===== config.mk =====
export PLATFORM = sky130hd
export DESIGN_NAME = ven_dispense
export DESIGN_NICKNAME = d
export VERILOG_FILES = /design/src/rtl/ven_pkg.sv /design/src/rtl/ven_req_q.sv /design/src/rtl/ven_dispense.sv
export SDC_FILE = /design/constraint.sdc
export NUM_CORES = 1
export LEC_CHECK = 0
export BUFFER_PORTS_ARGS = -buffer_cell sky130_fd_sc_hd__buf_2
export CAP_MARGIN = 20
export CORE_MARGIN = 5
export CORE_UTILIZATION = 35
export CTS_CLUSTER_DIAMETER = 50
export CTS_CLUSTER_SIZE = 28
export DETAILED_ROUTE_END_ITERATION = 10
export PLACE_DENSITY = 0.55
export SYNTH_ARGS = -nofsm -noshare
export SYNTH_HDL_FRONTEND = slang
export SYNTH_HIERARCHICAL = 1
export SYNTH_SLANG_ARGS = --single-unit

===== constraint.sdc =====
create_clock -name clk -period 2.35 [get_ports clk]
set_clock_uncertainty 0.1 [all_clocks]
set_input_delay 0.47 -clock clk [delete_from_list [all_inputs] [get_ports clk]]
set_output_delay 0.47 -clock clk [all_outputs]
set_load 0.03 [all_outputs]

===== src/rtl/ven_pkg.sv =====
// ven_pkg: shared definitions for the vending-machine output side.
//   ven_state_e : dispense controller state encoding (3 bits)
//   COIN_ONE/TWO: coin codes shared with the coin FSM
//   CNT_W       : width of the pending-request counters
package ven_pkg;

  typedef enum logic [2:0] {
    IDLE  = 3'd0,
    VEND  = 3'd1,
    PAY   = 3'd2,
    GAP   = 3'd3,
    FAULT = 3'd4
  } ven_state_e;

  localparam logic [1:0] COIN_ONE = 2'b01;
  localparam logic [1:0] COIN_TWO = 2'b10;

  localparam int CNT_W = 3;

endpackage


===== src/rtl/ven_req_q.sv =====
// ven_req_q: saturating pending-request counter.
//   clk, rst_n : clock, async active-low reset
//   up         : one-cycle request (increment)
//   dn         : one-cycle completion (decrement)
//   cnt        : registered pending count
//   cnt_nxt    : count after the coming edge (lets the parent register busy in step)
//   drop       : request discarded this cycle because the counter is at QDEPTH
module ven_req_q
  import ven_pkg::*;
#(
  parameter int QDEPTH = 3
) (
  input  logic             clk,
  input  logic             rst_n,
  input  logic             up,
  input  logic             dn,
  output logic [CNT_W-1:0] cnt,
  output logic [CNT_W-1:0] cnt_nxt,
  output logic             drop
);

  logic [CNT_W-1:0] cnt_q;
  logic [CNT_W-1:0] cnt_d;

  always_comb begin
    cnt_d = cnt_q;
    drop  = 1'b0;
    case ({up, dn})
      2'b10: begin
        if (cnt_q == CNT_W'(QDEPTH)) drop  = 1'b1;
        else                         cnt_d = cnt_q + 1'b1;
      end
      2'b01: begin
        if (cnt_q != '0) cnt_d = cnt_q - 1'b1;
      end
      // up and dn together: one in, one out, net zero even when full
      default: cnt_d = cnt_q;
    endcase
  end

  always_ff @(posedge clk or negedge rst_n) begin
    if (!rst_n) cnt_q <= '0;
    else        cnt_q <= cnt_d;
  end

  assign cnt     = cnt_q;
  assign cnt_nxt = cnt_d;

endmodule


===== src/rtl/ven_dispense.sv =====
// ven_dispense: drives the product motor and coin hopper from the coin FSM's
// product/change pulses, with request queues, inter-operation gap and jam timeout.
//   clk, rst_n         : clock, async active-low reset
//   product, change    : one-cycle requests (vend one item / return one coin)
//   vend_done, coin_out: actuator completion sensors (levels, clk-synchronous)
//   fault_clr          : pulse that leaves FAULT
//   motor_en, hopper_en: actuator drives
//   busy               : not idle or requests pending
//   fault              : in FAULT
//   ovf                : sticky, a request was dropped on a full queue
//
// state | meaning
// IDLE  | nothing running; picks product first, then change
// VEND  | motor on, waiting for vend_done or timeout
// PAY   | hopper on, waiting for coin_out or timeout
// GAP   | actuators off for a minimum time and until both sensors are low
// FAULT | actuator jammed; waits for fault_clr, request stays queued
module ven_dispense
  import ven_pkg::*;
#(
  parameter int QDEPTH  = 3,
  parameter int TIMEOUT = 1000,
  parameter int GAP_CYC = 4,
  parameter int TO_W    = 10
) (
  input  logic clk,
  input  logic rst_n,
  input  logic product,
  input  logic change,
  input  logic vend_done,
  input  logic coin_out,
  input  logic fault_clr,
  output logic motor_en,
  output logic hopper_en,
  output logic busy,
  output logic fault,
  output logic ovf
);

  ven_state_e       state_q, state_d;
  logic [TO_W-1:0]  timer_q, timer_d;
  logic             motor_en_q, motor_en_d;
  logic             hopper_en_q, hopper_en_d;
  logic             busy_q, busy_d;
  logic             fault_q, fault_d;
  logic             ovf_q, ovf_d;

  logic             prod_dn, chg_dn;
  logic             prod_drop, chg_drop;
  logic [CNT_W-1:0] prod_cnt, prod_cnt_nxt;
  logic [CNT_W-1:0] chg_cnt, chg_cnt_nxt;

  ven_req_q #(.QDEPTH(QDEPTH)) u_prod_q (
    .clk     (clk),
    .rst_n   (rst_n),
    .up      (product),
    .dn      (prod_dn),
    .cnt     (prod_cnt),
    .cnt_nxt (prod_cnt_nxt),
    .drop    (prod_drop)
  );

  ven_req_q #(.QDEPTH(QDEPTH)) u_chg_q (
    .clk     (clk),
    .rst_n   (rst_n),
    .up      (change),
    .dn      (chg_dn),
    .cnt     (chg_cnt),
    .cnt_nxt (chg_cnt_nxt),
    .drop    (chg_drop)
  );

  always_comb begin
    state_d = state_q;
    timer_d = timer_q;
    prod_dn = 1'b0;
    chg_dn  = 1'b0;

    case (state_q)
      IDLE: begin
        timer_d = '0;
        if (prod_cnt != '0)     state_d = VEND;
        else if (chg_cnt != '0) state_d = PAY;
      end
      VEND: begin
        if (vend_done) begin
          prod_dn = 1'b1;
          timer_d = '0;
          state_d = GAP;
        end else if (timer_q == TO_W'(TIMEOUT - 1)) begin
          timer_d = '0;
          state_d = FAULT;
        end else begin
          timer_d = timer_q + 1'b1;
        end
      end
      PAY: begin
        if (coin_out) begin
          chg_dn  = 1'b1;
          timer_d = '0;
          state_d = GAP;
        end else if (timer_q == TO_W'(TIMEOUT - 1)) begin
          timer_d = '0;
          state_d = FAULT;
        end else begin
          timer_d = timer_q + 1'b1;
        end
      end
      GAP: begin
        // Timer saturates so a stuck sensor can hold GAP indefinitely without wrap.
        if (timer_q >= TO_W'(GAP_CYC - 1)) begin
          if (!vend_done && !coin_out) begin
            timer_d = '0;
            state_d = IDLE;
          end
        end else begin
          timer_d = timer_q + 1'b1;
        end
      end
      FAULT: begin
        timer_d = '0;
        if (fault_clr) state_d = IDLE;
      end
      default: begin
        timer_d = '0;
        state_d = IDLE;
      end
    endcase

    // Outputs are decoded from the next state so they line up with state_q.
    motor_en_d  = (state_d == VEND);
    hopper_en_d = (state_d == PAY);
    fault_d     = (state_d == FAULT);
    busy_d      = (state_d != IDLE) || (prod_cnt_nxt != '0) || (chg_cnt_nxt != '0);
    ovf_d       = ovf_q || prod_drop || chg_drop;
  end

  always_ff @(posedge clk or negedge rst_n) begin
    if (!rst_n) begin
      state_q     <= IDLE;
      timer_q     <= '0;
      motor_en_q  <= 1'b0;
      hopper_en_q <= 1'b0;
      busy_q      <= 1'b0;
      fault_q     <= 1'b0;
      ovf_q       <= 1'b0;
    end else begin
      state_q     <= state_d;
      timer_q     <= timer_d;
      motor_en_q  <= motor_en_d;
      hopper_en_q <= hopper_en_d;
      busy_q      <= busy_d;
      fault_q     <= fault_d;
      ovf_q       <= ovf_d;
    end
  end

  assign motor_en  = motor_en_q;
  assign hopper_en = hopper_en_q;
  assign busy      = busy_q;
  assign fault     = fault_q;
  assign ovf       = ovf_q;

endmodule


==> flow_summary.ini, run 1 <==
[status]
outcome = finished, violations left
violations = negative setup slack

[timing]
timing.fmax_mhz = 401
hold_viol = 0
rsz0062_at_grt = yes
fin_crit_sh_pct = 106
maxSlewHeadroom_pct = 63.4
slew_violations = 0
setup-tns-final_ps = -143
setup_slack_ps = -143
finalCriticalPeriod_ps = 2490
setup_viol = 1
worst_pin_slew_ps = 549

[placement]
dp_slack_ps = -326
port_buffers = 11
place_area_mm2 = 0.00182
place.gp.congestion = 0.932
hpwl_um = 2810

[synth]
synth_top_area_share_pct = 37.0
synth_cells = 173
yosys_warnings = 6
ys_seq_area_share_pct = 37.0
synth-compound-area-share_pct = 19.0
synthTopCellsByArea = dfrtp_1, ha_1, a22o_1, inv_1, nor2_1
synthAdderAreaFrac_pct = 8.49
synth.area.mux_share_pct = 0.694
yosysTopAreaCell = dfrtp_1
synth_cell_types = 51
synth_fp_nets = 191
synth_top_family_by_area = simple AND/OR/NAND/NOR gates
avgSynthCellArea_um2 = 9.37
synth_seq_cells = 24
synth_edf_count = 0
synthSimpleGateAreaFrac_pct = 30.9
async_reset_ff_share_pct = 100
synth_area_mm2 = 0.00162
synth_xor_area_share_pct = 0
synth_flop_cell = dfrtp_1

[flow_run]
maxCapViolCount = 0

[routing]
antenna_left = 0
routed_wl_um = 3740
vias_per_cell = 5.74
vias = 1434
routedWlPerCell_um = 15.0
drc = 0
dr.pass1.iters = 4
drt-initial-drc-count = 99

[floorplan]
die_area_mm2 = 0.00609
core.rowCount = 24
die_w_um = 78.1
ios = 12
die_h_um = 78.1
initial_utilization_pct = 36.7
core_area_mm2 = 0.00441

[pwr]
ir_worst_vdd_mv = 0.602
power.leakage_nw = 0.886
power_density_mw_per_mm2 = 1120
power.total_w = 0.00218

[clocking]
tritoncts = built
cts_hold_buf = 0
numCtsBuffers = 3
clkSinkCount = 24
cts-root-buf = clkbuf_8
clk_pin_slew_ps = 90
h-tree-depth = 1
clock_latency_ps = 270
clockBufferDepth = 2

[worst_setup_path]
crit_path_end_kind = flop
critPathMaxFanout = 5
crit_family = simple AND/OR/NAND/NOR gates
crit_chain = nand2_2 -> nor3_4 -> inv_2 -> ha_4 -> a22oi_2 -> o21bai_1 -> a22o_1 -> or4_4 -> nor3_2 -> nand4b_1
cp.arrival_ps = 2530
critPathKind = reg2reg
path_buf_inv = 1
r2r-start = state_q[1]
startpoint_type = flop
critPathMaxStageDelay_ps = 480
critPathRequiredTime_ps = 2390
rrSetupSlack_ps = -140
critPathSlowestCell = or4_4
reg2reg_to = busy
worst-r2r-cell-count = 10

[cells_and_area]
nNetsFinal = 217
layout-drive-gt1-share_pct = 26.3
diodes = 0
fin_area_mm2 = 0.00195
area_growth_pct = 20.5

[global_routing]
grt_pass1_vias = 1356
grt_first_pass_wirelength_um = 6290
grt_usage_pct = 12.3
globalRouteOverflowTotal = 0
grt_max_degree = 25
grt_antenna_before_repair = 0

[min_path]
min_path_type = in2async
cell families after synthesis:
| kind of cell | after synthesis |
|---|---|
| mux | 1 |
| flops | 24 |
| compound gates | 42 |
| simple gates | 79 |
| buf+inv | 16 |
| fa+ha+maj | 11 |
flip-flops by register name, summed over array words and instances (netlist names), 3 cells and up:
register and count:
u_chg_q/cnt 3, state_q 3, u_prod_q/cnt 3, timer_q 10
where the power goes:
| part | internal (W) | switching [W] | leakage [nW] | total [W] |
|---|---|---|---|---|
| Clock | 0.000228 | 0.000137 | 0.0357 | 0.000365 |
| Sequential | 0.000506 | 0.0000982 | 0.308 | 0.000604 |
| Combinational | 0.000530 | 0.000682 | 0.542 | 0.00121 |
metrics by stage:
stage	hold WS, ps	instances	util (%)
floorplan	74.4	173	-
global placement	351	244	41.2
detailed placement	358	244	41.2
CTS	90.4	249	43.6
global route	118	250	44.3
finish	75.4	250	44.3
Yosys cell counts, drive strengths merged (3+ instances only):
library cell and count:
a21oi 5, nor4 4, dfrtp 24, nand3 4, nand2b 4, nor3 10
o21ai 9, nand4 3, nor2b 7, and3 5, inv 13, ha 11
a22o 8, nor2 13, nand2 10
placed cells by master (no fill, tap or decap), types with 3 or more instances in the layout:
master,instances
and3_1,5
nand3_1,4
nand2_1,9
inv_1,12
clkbuf_8,3
nor3_1,6
buf_4,13
ha_1,9
nand4_1,3
nor2b_1,7
dfrtp_1,24
buf_2,11
a21oi_1,4
o21ai_0,8
nor2_1,13
a22o_1,8
nor4_1,3
per-layer routing:
layer  global-route usage [%]  vias up  share of wire [%]
met5                        0        -                  0
met4                     3.55        0                1.9
met3                     2.63        6                4.5
met1                     17.5      688                 48
met2                     18.7       43                 46
li1                         -      697                  -
what timing repair did:
action | 4_1_cts | 5_1_grt
endpoints found under the setup margin | 1 | 1
buffers inserted | 1 | 1
resized for setup | 4 | 5
pin swaps | 1 | 5
layout make-up:
cell class / count / area [um^2]
timing repair buffer: 24 / 153
multi-input combinational: 133 / 1020
inverter: 13 / 48.8
tap: 52 / 65.1
clock buffer: 3 / 41.3
fill: 435 / 2460
sequential: 24 / 601
clock inverter: 1 / 30.0
worst max path at each step:
stage	startpoint	end	slack (ps)	cells past startpoint
after global routing	state_q[1]	busy	-260	10
after detailed placement	coin_out	busy	-330	11
final	state_q[1]	busy	-140	10
after CTS	state_q[0]	busy	-90	9
after global placement	coin_out	busy	-270	11
after floorplan	coin_out	busy	2	8
Power figures use the tool's default switching activity.
==> inputs of run 2 (changes only) <==
Settings changed: PLACE_DENSITY 0.55 to 0.53, REMOVE_ABC_BUFFERS set to 1, SKIP_CTS_REPAIR_TIMING set to 1.
Clock period 2.35 ns to 2.78 ns, I/O delays scaled along.
==> flow_summary.ini, run 2 (synthesis results as in run 1) <==
[status]
outcome = complete, no violations

[cells_and_area]
area_growth_pct = 13.8
final_common_cell = dfrtp_1
diodes = 0
layout-drive-gt1-share_pct = 20.3
nNetsFinal = 211
mostFrequentLayoutCells = dfrtp_1, nor2_1, inv_1
max_flop_register = timer_q
largest_reg_flops = 10

[timing]
finalCriticalPeriod_ps = 2510
maxSlewHeadroom_pct = 63.5
worst_pin_slew_ps = 547
hold_viol = 0
rsz0062_at_grt = no
holdWs_ps = 163
timing.fmax_mhz = 398
fin_crit_sh_pct = 90.4
slew_violations = 0
setup_viol = 0
setup_slack_ps = 267

[pwr]
ir_worst_vdd_mv = 0.301
p_sw_w = 0.000756
power.leakage_nw = 0.848
intPower_w = 0.000953
power.total_w = 0.00171
switching_share_pct = 44.3
combPwrFrac_pct = 56.1
power_density_mw_per_mm2 = 926
p_seq_share_pct = 29.7
clkPwrFrac_pct = 14.2

[routing]
vias_per_cell = 5.74
routedWlPerCell_um = 15.7
dr.pass1.iters = 4
drc = 0
drt-initial-drc-count = 168
vias = 1401
routed_wl_um = 3820
antenna_left = 0

[floorplan]
core.rowCount = 24
initial_utilization_pct = 36.7
ios = 12
die_w_um = 78.1
core_area_mm2 = 0.00441
die_area_mm2 = 0.00609
die_h_um = 78.1

[worst_setup_path]
reg2reg_to = busy
critPathKind = reg2reg
rrSetupSlack_ps = 270
crit_family = simple AND/OR/NAND/NOR gates
crit_path_start = state_q[2]
crit_chain = nor3_2 -> inv_1 -> ha_1 -> a22oi_1 -> o21bai_1 -> a211o_1 -> or4_1 -> nor3_1 -> nand4b_1
critPathSlowestCell = or4_1
critPathMaxFanout = 4
startpoint_type = flop
cp.arrival_ps = 2540
critPathRequiredTime_ps = 2810
critPathMaxStageDelay_ps = 510
r2r-start = state_q[2]
path_buf_inv = 1
worst-r2r-cell-count = 9
crit_path_end_kind = flop

[global_routing]
grt_first_pass_wirelength_um = 6960
globalRouteOverflowTotal = 0
grt_max_degree = 25
grt_usage_pct = 13.7
grt_pass1_vias = 1485
grt_antenna_before_repair = 0

[placement]
hpwl_um = 2970
place.gp.congestion = 0.771
dp_slack_ps = -44.0
port_buffers = 11

[clocking]
numCtsBuffers = 3
tritoncts = built
clk_pin_slew_ps = 90
h-tree-depth = 1
clkSinkCount = 24
cts-root-buf = clkbuf_8
clock_latency_ps = 270
clockBufferDepth = 2

[min_path]
min_path_type = in2async

[flow_run]
maxCapViolCount = 0
[run 2: cell types whose count changed in the layout (fill, tap and decap cells not counted), sizes merged]
cell    previous run  this run
buf               24        18
bufinv             1         0
clkbuf             3         4
[run 2: metrics by stage]
step / instances / TNS, ps / cell area [um^2] / util (%)
floorplan: 170 / 0 / 1610 / -
global placement: 240 / 0 / 1780 / 40.3
detailed placement: 240 / -44.0 / 1780 / 40.3
CTS: 244 / 0 / 1840 / 41.6
global route: 244 / 0 / 1850 / 41.8
finish: 244 / 0 / 1850 / 41.8
[run 2: power groups by stage]
stage / sequential (W) / clock (W) / combinational (W)
6_report: 0.000507 / 0.000243 / 0.000958
5_1_grt: 0.000521 / 0.000260 / 0.00108
4_1_cts: 0.000506 / 0.000248 / 0.000956
3_5_place_dp: 0.000512 / 0 / 0.000952
3_3_place_gp: 0.000510 / 0 / 0.000912
2_1_floorplan: 0.000528 / 0 / 0.000669
[run 2: routing by layer]
layer,global-route usage [%],part of all wire (%)
met3,1.95,2.6
met4,4.05,0.94
met2,20.3,47
met1,20.5,50
met5,0,0
[run 2: layout make-up]
type | count | area, um^2
Clock buffer | 4 | 55.1
Fill cell | 439 | 2570
Inverter | 13 | 48.8
Multi-Input combinational cell | 133 | 968
Sequential cell | 24 | 601
Tap cell | 52 | 65.1
Timing Repair Buffer | 18 | 108
[run 2: worst max path at each step]
stage | end | cells past startpoint
2_1_floorplan | busy | 10
3_3_place_gp | busy | 11
3_5_place_dp | busy | 11
4_1_cts | busy | 9
5_1_grt | busy | 10
6_report | busy | 9
[run 2: worst reg2reg max path, stage by stage (launching register included)]
cell and delay [ps]:
dfrtp_1 430, nor3_2 200, inv_1 70, ha_1 210, a22oi_1 160, o21bai_1 110, a211o_1 320, or4_1 510
nor3_1 160, nand4b_1 120
==> inputs of run 3 (changes only) <==
Settings changed: CORE_UTILIZATION 35 to 59, PLACE_DENSITY 0.53 to not set, PLACE_DENSITY_LB_ADDON set to 0.12, SYNTH_HIERARCHICAL 1 to not set.
==> flow_summary.ini, run 3 <==
[floorplan]
die_h_um = 60.8
die_area_mm2 = 0.00369
ios = 12
core.rowCount = 18
initial_utilization_pct = 61.4
die_w_um = 60.8
core_area_mm2 = 0.00248

[clocking]
clockBufferDepth = 2
numCtsBuffers = 3
clock_latency_ps = 310
clk_pin_slew_ps = 130
clkSinkCount = 24
tritoncts = built
cts-root-buf = clkbuf_4
h-tree-depth = 1

[global_routing]
grt_max_degree = 25
grt_antenna_before_repair = 0
grt_usage_pct = 19.3
grt_first_pass_wirelength_um = 5380
grt_pass1_vias = 1249
globalRouteOverflowTotal = 0

[synth]
yosys_warnings = 0
synth_cells = 160
ys_seq_area_share_pct = 39.5
synth_commonest_cells = dfrtp_1, nor2_1, ha_1, inv_1, nand2_1
async_reset_ff_share_pct = 100
synth_edf_count = 0
synth_flop_cell = dfrtp_1
yosysTopAreaCell = dfrtp_1
synthTopCellsByArea = dfrtp_1, ha_1, nor2_1, nor4b_1, inv_1
synth_top_area_share_pct = 39.5
synth_seq_cells = 24
avgSynthCellArea_um2 = 9.50
synth_area_mm2 = 0.00152
synth_cell_types = 46
synth_most_common_cell = dfrtp_1

[timing]
slew_violations = 0
worst_pin_slew_ps = 549
timing.fmax_mhz = 380
hold_viol = 0
finalCriticalPeriod_ps = 2630
setup_viol = 0
fin_crit_sh_pct = 94.6
maxSlewHeadroom_pct = 63.2

[routing]
drc = 0
drt-initial-drc-count = 40
dr.pass1.iters = 4
routedWlPerCell_um = 14.5
antenna_left = 0
vias_per_cell = 5.86
vias = 1230
routed_wl_um = 3050

[cells_and_area]
layout-drive-gt1-share_pct = 18.9
final_common_cell = dfrtp_1
area_growth_pct = 13.0
fin_area_mm2 = 0.00172
max_flop_register = timer_q
diodes = 0
largest_reg_flops = 10
nNetsFinal = 199
mostFrequentLayoutCells = dfrtp_1, inv_1, nor2_1, nand2_1, buf_2
final_cells = 210

[worst_setup_path]
cp.arrival_ps = 2720
critPathKind = reg2reg
startpoint_type = flop
critPathMaxFanout = 5
critPathRequiredTime_ps = 2880
rrSetupSlack_ps = 150
crit_path_end_kind = flop

[min_path]
min_path_type = in2async

[pwr]
ir_worst_vdd_mv = 0.747
power_density_mw_per_mm2 = 859
power.leakage_nw = 0.816

[placement]
hpwl_um = 2420
place_area_mm2 = 0.00164
place.gp.congestion = 0.902
dp.cells = 204
port_buffers = 11

[status]
outcome = complete, no violations

[flow_run]
maxCapViolCount = 0
[run 3: cell count changes after synthesis, moves of 4 or more]
cell and delta:
a22o_1 -4, and3_1 -4, nand3_1 +4, nand3b_1 +4, nor3_1 -7
[run 3: worst paths after layout]
kind,depth (start not counted),to,from
worst max-delay path,8,busy,state_q[2]
max in group asynchronous,1,u_chg_q.cnt[2],rst_n
worst max register to register,8,busy,state_q[2]
min in group clk,1,ovf,ovf
worst min register to register,1,ovf,ovf
worst min-delay path,1,u_prod_q.cnt[1],rst_n
[run 3: logic make-up (layout without fill, tap and decap cells)]
family                   after synthesis  count (layout)  synth area share (%)
AO/OA/AOI/OAI                         30              30                  13.4
XOR/XNOR                               4               4                  2.30
adder cells (fa/ha/maj)               11              11                  9.05
buffers and inverters                 15              35                  4.20
flip-flops                            24              24                  39.5
multiplexers                           4               4                  2.72
AND/OR/NAND/NOR                       72              72                  28.8
[run 3: through the flow]
stage / hold WS (ps) / total power (W) / utilization (%) / setup TNS (ps) / worst slack, ps
after floorplan: 160 / 0.00102 / - / 0 / 203
after global placement: 377 / 0.00119 / 66.2 / 0 / 51.0
after detailed placement: 402 / 0.00124 / 66.2 / -36.1 / -36.1
after CTS: 117 / 0.00149 / 68.3 / 0 / 96.8
after global routing: 128 / 0.00160 / 69.3 / -11.8 / -11.8
final: 107 / 0.00148 / 69.3 / 0 / 151
[run 3: layout make-up]
cell class | instances | area, um^2
flip-flops and latches | 24 | 601
well taps | 30 | 37.5
fillers | 204 | 759
clock buffers | 3 | 22.5
inverters | 12 | 45.0
repair buffers | 19 | 115
clock inverters | 1 | 30.0
multi-input cells | 121 | 867
[run 3: metal layers]
layer	track usage [%]	up-vias	wire length, um
li1	-	619	-
met4	6.81	0	63
met1	22.3	584	1300
met3	1.91	8	85
met5	0	-	0
met2	36.6	19	1600
[run 3: critical path, stage by stage, from the launching register on]
cell	delay (ps)
dfrtp_1	460
nor2_2	120
nand3_1	110
ha_2	220
a22oi_1	200
o21bai_1	100
a22o_1	250
or4_1	510
or4_1	460
[run 3: report_power, final]
| part | switching [W] | internal (W) | total, W |
|---|---|---|---|
| sequential | 0.0000732 | 0.000430 | 0.000503 |
| clock | 0.0000970 | 0.000146 | 0.000243 |
| combinational | 0.000414 | 0.000317 | 0.000731 |
| total | 0.000584 | 0.000893 | 0.00148 |
